[src/rtl/sub64_seq.sv]
// sub64_seq: multi-cycle 64-bit subtractor (a - b) with Y86 condition codes.
// One CHUNK-wide adder slice evaluates a + ~b + 1 over 64/CHUNK cycles.
module sub64_seq #(
  parameter int unsigned CHUNK = 16
) (
  input  logic        clk,
  input  logic        reset,
  input  logic        start,
  input  logic [63:0] a,
  input  logic [63:0] b,
  output logic        busy,
  output logic        done,
  output logic [63:0] diff,
  output logic        of,
  output logic        zf,
  output logic        sf
);

  localparam int unsigned N  = 64 / CHUNK;
  localparam int unsigned IW = (N > 1) ? $clog2(N) : 1;
  localparam int unsigned CW = CHUNK + 1;

  typedef enum logic [1:0] {
    S_IDLE,
    S_RUN,
    S_DONE
  } state_t;

  state_t          state;
  logic [63:0]     a_r;
  logic [63:0]     nb_r;
  logic [63:0]     acc;
  logic [IW-1:0]   idx;
  logic            carry;

  logic [5:0]      base;
  logic [CHUNK:0]  sum;
  logic [63:0]     acc_next;
  logic            last;

  // Shared adder slice: current chunk sum and the accumulator with it merged in
  always_comb begin
    base     = 6'(32'(idx) * CHUNK);
    sum      = {1'b0, a_r[base +: CHUNK]} + {1'b0, nb_r[base +: CHUNK]} + CW'(carry);
    acc_next = acc;
    acc_next[base +: CHUNK] = sum[CHUNK-1:0];
    last     = (idx == IW'(N - 1));
  end

  // Control FSM, datapath registers and registered outputs
  always_ff @(posedge clk or posedge reset) begin
    if (reset) begin
      state <= S_IDLE;
      a_r   <= '0;
      nb_r  <= '0;
      acc   <= '0;
      idx   <= '0;
      carry <= 1'b0;
      busy  <= 1'b0;
      done  <= 1'b0;
      diff  <= '0;
      of    <= 1'b0;
      zf    <= 1'b0;
      sf    <= 1'b0;
    end else begin
      case (state)
        S_IDLE, S_DONE: begin
          done <= 1'b0;
          if (start) begin
            a_r   <= a;
            nb_r  <= ~b;
            carry <= 1'b1;
            acc   <= '0;
            idx   <= '0;
            busy  <= 1'b1;
            state <= S_RUN;
          end else begin
            busy  <= 1'b0;
            state <= S_IDLE;
          end
        end
        S_RUN: begin
          acc   <= acc_next;
          carry <= sum[CHUNK];
          idx   <= idx + IW'(1);
          if (last) begin
            state <= S_DONE;
            busy  <= 1'b0;
            done  <= 1'b1;
            diff  <= acc_next;
            sf    <= acc_next[63];
            zf    <= (acc_next == 64'd0);
            // operands of equal sign in a + ~b yet result sign flipped
            of    <= (a_r[63] == nb_r[63]) && (acc_next[63] != a_r[63]);
          end
        end
        default: begin
          busy  <= 1'b0;
          done  <= 1'b0;
          state <= S_IDLE;
        end
      endcase
    end
  end

endmodule
[config.mk]
export PLATFORM = sky130hd
export DESIGN_NAME = sub64_seq
export DESIGN_NICKNAME = d
export VERILOG_FILES = /design/src/rtl/sub64_seq.sv
export SDC_FILE = /design/constraint.sdc
export NUM_CORES = 1
export LEC_CHECK = 0
export BUFFER_PORTS_ARGS = -buffer_cell sky130_fd_sc_hd__buf_2
export CORE_ASPECT_RATIO = 0.5
export CORE_MARGIN = 10
export CORE_UTILIZATION = 27
export CTS_CLUSTER_DIAMETER = 80
export DETAILED_ROUTE_END_ITERATION = 6
export GPL_ROUTABILITY_DRIVEN = 0
export GPL_TIMING_DRIVEN = 0
export PLACE_DENSITY = 0.5
export SLEW_MARGIN = 30
export SYNTH_ARGS = -nofsm -noshare
export SYNTH_HDL_FRONTEND = slang
export SYNTH_SLANG_ARGS = --single-unit
[constraint.sdc]
create_clock -name clk -period 9.3 [get_ports clk]
set_input_delay 1.86 -clock clk [delete_from_list [all_inputs] [get_ports clk]]
set_output_delay 1.86 -clock clk [all_outputs]
set_load 0.005 [all_outputs]
* Word level (Yosys, flattened, before mapping) *
Index checks and enable logic that the tools add are counted.
W data, S select, Z words.

operators by class
  $add $sub $neg = 4
  equality and inequality tests = 7
  shift operators = 4
  mux-type cells = 15
  bitwise gates (word level) = 1
  reductions and logical operators = 8

operators with widths
  kind                       count
  $pmux W64 S2               1
  $shiftx A64 B7 Y16         2
  $bwmux W64                 1
  $logic_not A64 Y1          1
  $mux W64                   1
  $not A64 Y64               1
  $shift A16 B8 Y64 const A  1
  $shiftx A16 B8 Y64         1
  $add A16 B16 Y17           1
  $add A17 B1 Y17            1
  $neg A6 Y8                 1
  $pmux W2 S2                2
  $mux W1                    6
  $reduce_and A2 Y1          3
  $eq A2 B2 Y1 const B       2
  $mux W2                    2
  $ne A2 B2 Y1 const B       2
  $pmux W1 S2                2
  $add A2 B1 Y2 const B      1
  $eq A2 B1 Y1 const B       1
  $logic_not A2 Y1           1
  $reduce_bool A2 Y1         1
  $reduce_or A2 Y1           1
  $eq A1 B1 Y1               1
  other kinds (2)            2

word-level totals
  register bits after elaboration = 266
  bits of input ports = 131
  logic and storage cells = 51

* Depth between registers and ports, before layout *
  depth after elaboration = 7
  gate-level depth with buffers = 16

* Least setup slack after synthesis *
Ideal clock, no wire load.

  path kind = register to register
  start = register idx[0]
  end = register zf
  data arrival time = 4.196 ns
  data required time = 9.196 ns
  slack = 5.000 ns
  stages on the path, launching flop included = 16
  path buffers = 4
  period minus slack after synthesis = 4.300 ns
  path through = dfrtp_1 buf_2 buf_1 mux4_2 ha_1 buf_6 a21o_4 a31oi_4 a21oi_2 or3_1 and2_4 buf_6 o31a_1 nor4b_2 nand4_1 o41ai_2

between the ends
  word-level cells in the longest chain between the ends = 6

ends and longest elaborated chain
  element                 RTL line  text
  start, declared         33        logic [IW-1:0] idx;
  start signal, assigned  85        idx <= idx + IW'(1);
  $shiftx A64 B7 Y16      44        sum = {1'b0, a_r[base +: CHUNK]} + {1'b0, nb_r[base +: CHUNK]} + CW'(carry);
  $add A16 B16 Y17        44
  $add A17 B1 Y17         44
  $shiftx A16 B8 Y64      46        acc_next[base +: CHUNK] = sum[CHUNK-1:0];
  $bwmux W64              46
  $logic_not A64 Y1       92        zf <= (acc_next == 64'd0);
  end signal, assigned    92
  end, declared           15        output logic zf,

Parallel ways exist; a longest one is shown, timed or not.
A chain may end at the register's enable or synchronous reset.

* Worst setup path after layout *
  start = register idx[1]
  end = register zf

Same word-level chain as after synthesis.

==> out/summary.json <==
{
  "outcome": {"value": "finished, final reports clean"},
  "floorplan.die.height": {"value": 170, "unit": "um"},
  "layout.cells.most_common": {"value": "nand2_1"},
  "first_iter_violations": {"value": 702},
  "post_synth_num_cell_types": {"value": 62},
  "setup.worst_path.start": {"value": "idx[1]"},
  "critPathKind": {"value": "flip-flop to flip-flop"},
  "cts_h_tree_depth": {"value": 1},
  "synth.avg_cell_area": {"value": 10.0, "unit": "um2"},
  "finalMaxSlewViolations": {"value": 0},
  "routed_antenna_nets": {"value": 0},
  "via_count": {"value": 9902},
  "period_minus_slack": {"value": 5500, "unit": "ps"},
  "pin_count": {"value": 200},
  "grt-ovfl-total": {"value": 0},
  "detail_route.vias_per_cell": {"value": 4.83},
  "slew_headroom": {"value": 0.419},
  "synth_fp_nets": {"value": 1360},
  "async_flop_share": {"value": 1.00},
  "timing.critical_path.cells": {"value": "clkbuf_1 > clkbuf_1 > clkbuf_1 > inv_1 > ha_1 > buf_2 > nor4bb_1 > clkbuf_1 > a22oi_1 > nor4bb_1 > nand4_1 > a2111oi_0 > o2111ai_1 > nor4b_2 > nand4_1 > o41ai_2"},
  "synth_cells": {"value": 1206},
  "synth-edff-count": {"value": 0},
  "timing_worst_slew_pin_value": {"value": 868, "unit": "ps"},
  "via_count_of_the_first_global_routing_pass": {"value": 10200},
  "cts.sink_count": {"value": 263},
  "place_hpwl": {"value": 31400, "unit": "um"},
  "setup-violations-final": {"value": 0},
  "grt_setup_unrepaired": {"value": "no"},
  "flow.area_growth_from_synthesis": {"value": 23.0, "unit": "%"},
  "std_cell_rows": {"value": 54},
  "post-cts-setup-buffers": {"value": 0},
  "grt_start_max_net_pins": {"value": 82},
  "setup.worst_path.start_class": {"value": "flip-flop"},
  "finalCritPeriodShare": {"value": 0.591},
  "critical_path.endpoint_type": {"value": "flip-flop"},
  "yosysWarnings": {"value": 0},
  "critical_path_arrival": {"value": 5930, "unit": "ps"},
  "detail_route.drc_violations": {"value": 0},
  "timing.clock.skew": {"value": 12.6, "unit": "ps"},
  "port-buffer-count": {"value": 199},
  "first_pass_grt_wire_length": {"value": 62900, "unit": "um"},
  "max_cap_viol_count": {"value": 0},
  "worstPathMaxFanout": {"value": 10},
  "timing.hold.worst.class": {"value": "flip-flop to flip-flop"},
  "wl_per_cell": {"value": 20.2, "unit": "um"},
  "crit_path_top_delay_cell": {"value": "clkbuf_1"},
  "fin_setup_tns": {"value": 0, "unit": "ps"},
  "area_of_the_die": {"value": 0.0541, "unit": "mm2"},
  "ys_seq_area_frac": {"value": 0.545},
  "start_util": {"value": 0.275},
  "postLayoutCoreUtil": {"value": 0.339},
  "clock_tree_from_tritoncts": {"value": "yes"},
  "mappedNetlistArea": {"value": 0.0121, "unit": "mm2"},
  "postRouteWirelength": {"value": 41300, "unit": "um"},
  "grt_use_total": {"value": 0.148},
  "hold_viol": {"value": 0},
  "clkTransAtPathRegs": {"value": 70, "unit": "ps"},
  "cts_resized": {"value": 0},
  "cpMostUsedCell": {"value": "clkbuf_1"},
  "clock-root-buffer": {"value": "clkbuf_16"},
  "layout-drive-gt1-share": {"value": 0.216},
  "fillCellCount": {"value": 4563},
  "ctsLongestPathBuffers": {"value": 3},
  "worstReg2RegStart": {"value": "idx[1]"},
  "worst-endpoint-required": {"value": 9730, "unit": "ps"},
  "number_of_antenna_violations_at_the_first_check_in_global_routing": {"value": 4},
  "design.core.area": {"value": 0.0439, "unit": "mm2"},
  "worst_hold_startpoint": {"value": "a_r[17]"},
  "mostFrequentLayoutCells": {"value": "321 x nand2_1, 263 x dfrtp_1, 205 x buf_2"},
  "yosys_register_bits": {"value": 263},
  "yosys_most_used_dff": {"value": "dfrtp_1"},
  "cts-buffers-inserted": {"value": 27},
  "die_w": {"value": 319, "unit": "um"},
  "max_freq": {"value": 182, "unit": "MHz"},
  "cts_hold_buffers": {"value": 0},
  "clkLatencyLatePin": {"value": 550, "unit": "ps"},
  "cp_slowest_stage_delay": {"value": 670, "unit": "ps"},
  "drt_pre_antenna_iters": {"value": 5},
  "nets": {"value": 1593}
}
## kinds of logic after synthesis
logic type	count (synthesis)	share of synthesized area
AND/OR/NAND/NOR	483	0.165
multiplexers	32	0.0596
flip-flops	263	0.545
AO/OA/AOI/OAI	288	0.162
XOR/XNOR	12	0.00870
buffers and inverters	105	0.0348
adder cells (fa/ha/maj)	23	0.0251
## final timing paths
| path | end | slack (ps) | cells past startpoint |
|---|---|---|---|
| max | zf | 3800 | 16 |
| min | a_r[17] | 470 | 2 |
| max reg2reg | zf | 3800 | 16 |
| min reg2reg | a_r[17] | 470 | 2 |
| max in group asynchronous | state[0] | 6950 | 4 |
| min in group asynchronous | diff[49] | 1300 | 2 |
## worst max-delay path, delay by kind of cell, from the launching register on
family,cells,cell delay (ps)
and+or+nand+nor,5,1130
adders and majority gates,1,320
buffers and inverters,6,2220
DFF,1,400
AOI/OAI and AO/OA,4,1320
## synthesized netlist by cell type (8+ instances only)
cell type	count	area, um2
nor2_1	103	387
nor3_1	8	40.0
a221oi_1	40	350
o21ai_0	114	571
ha_1	21	263
nand4_1	8	50.1
nor4_1	8	50.1
nand2_1	321	1200
mux4_2	32	721
a21oi_1	25	125
a22oi_1	17	128
a22o_1	45	394
inv_1	17	63.8
o22ai_1	8	50.1
clkbuf_1	68	255
buf_1	11	41.3
dfrtp_1	263	6580
## per-stage QoR
step	hold slack [ps]	setup WS (ps)	cells	instance area, um2
floorplan	440	200	1206	12100
global placement	453	-3270	1993	13800
detailed placement	459	3760	1998	14000
CTS	474	3730	2045	14900
global route	491	3360	2046	14900
finish	471	3800	2048	14900
## sequential cells by signal, indices dropped and copies added, names as in the netlist
signal	cells
a_r	64
acc	64
carry	1
diff	64
done	1
idx	2
nb_r	64
of	1
state	1
zf	1
## cell type report
type / instances / area [um2] / share of cell area
Timing Repair Buffer: 204 / 1100 / 0.0740
Multi-Input combinational cell: 838 / 5150 / 0.347
Antenna cell: 3 / 7.51 / 0.000505
Clock buffer: 38 / 787 / 0.0529
Inverter: 17 / 71.3 / 0.00480
Clock inverter: 9 / 73.8 / 0.00496
Buffer: 88 / 359 / 0.0241
Tap cell: 588 / 736 / 0.0495
Sequential cell: 263 / 6580 / 0.443
## metal layers
metal  track usage  routed length, um  vias up
met5             0                 13        -
met4        0.0306                770        2
met3        0.0206               1550       56
met2         0.271              21600      197
met1         0.183              17400     4917
li1              -                  -     4730
Power is left out: the tool's default activity adds up to more than one toggle a clock period on the data nets, which glitch-free logic cannot reach.
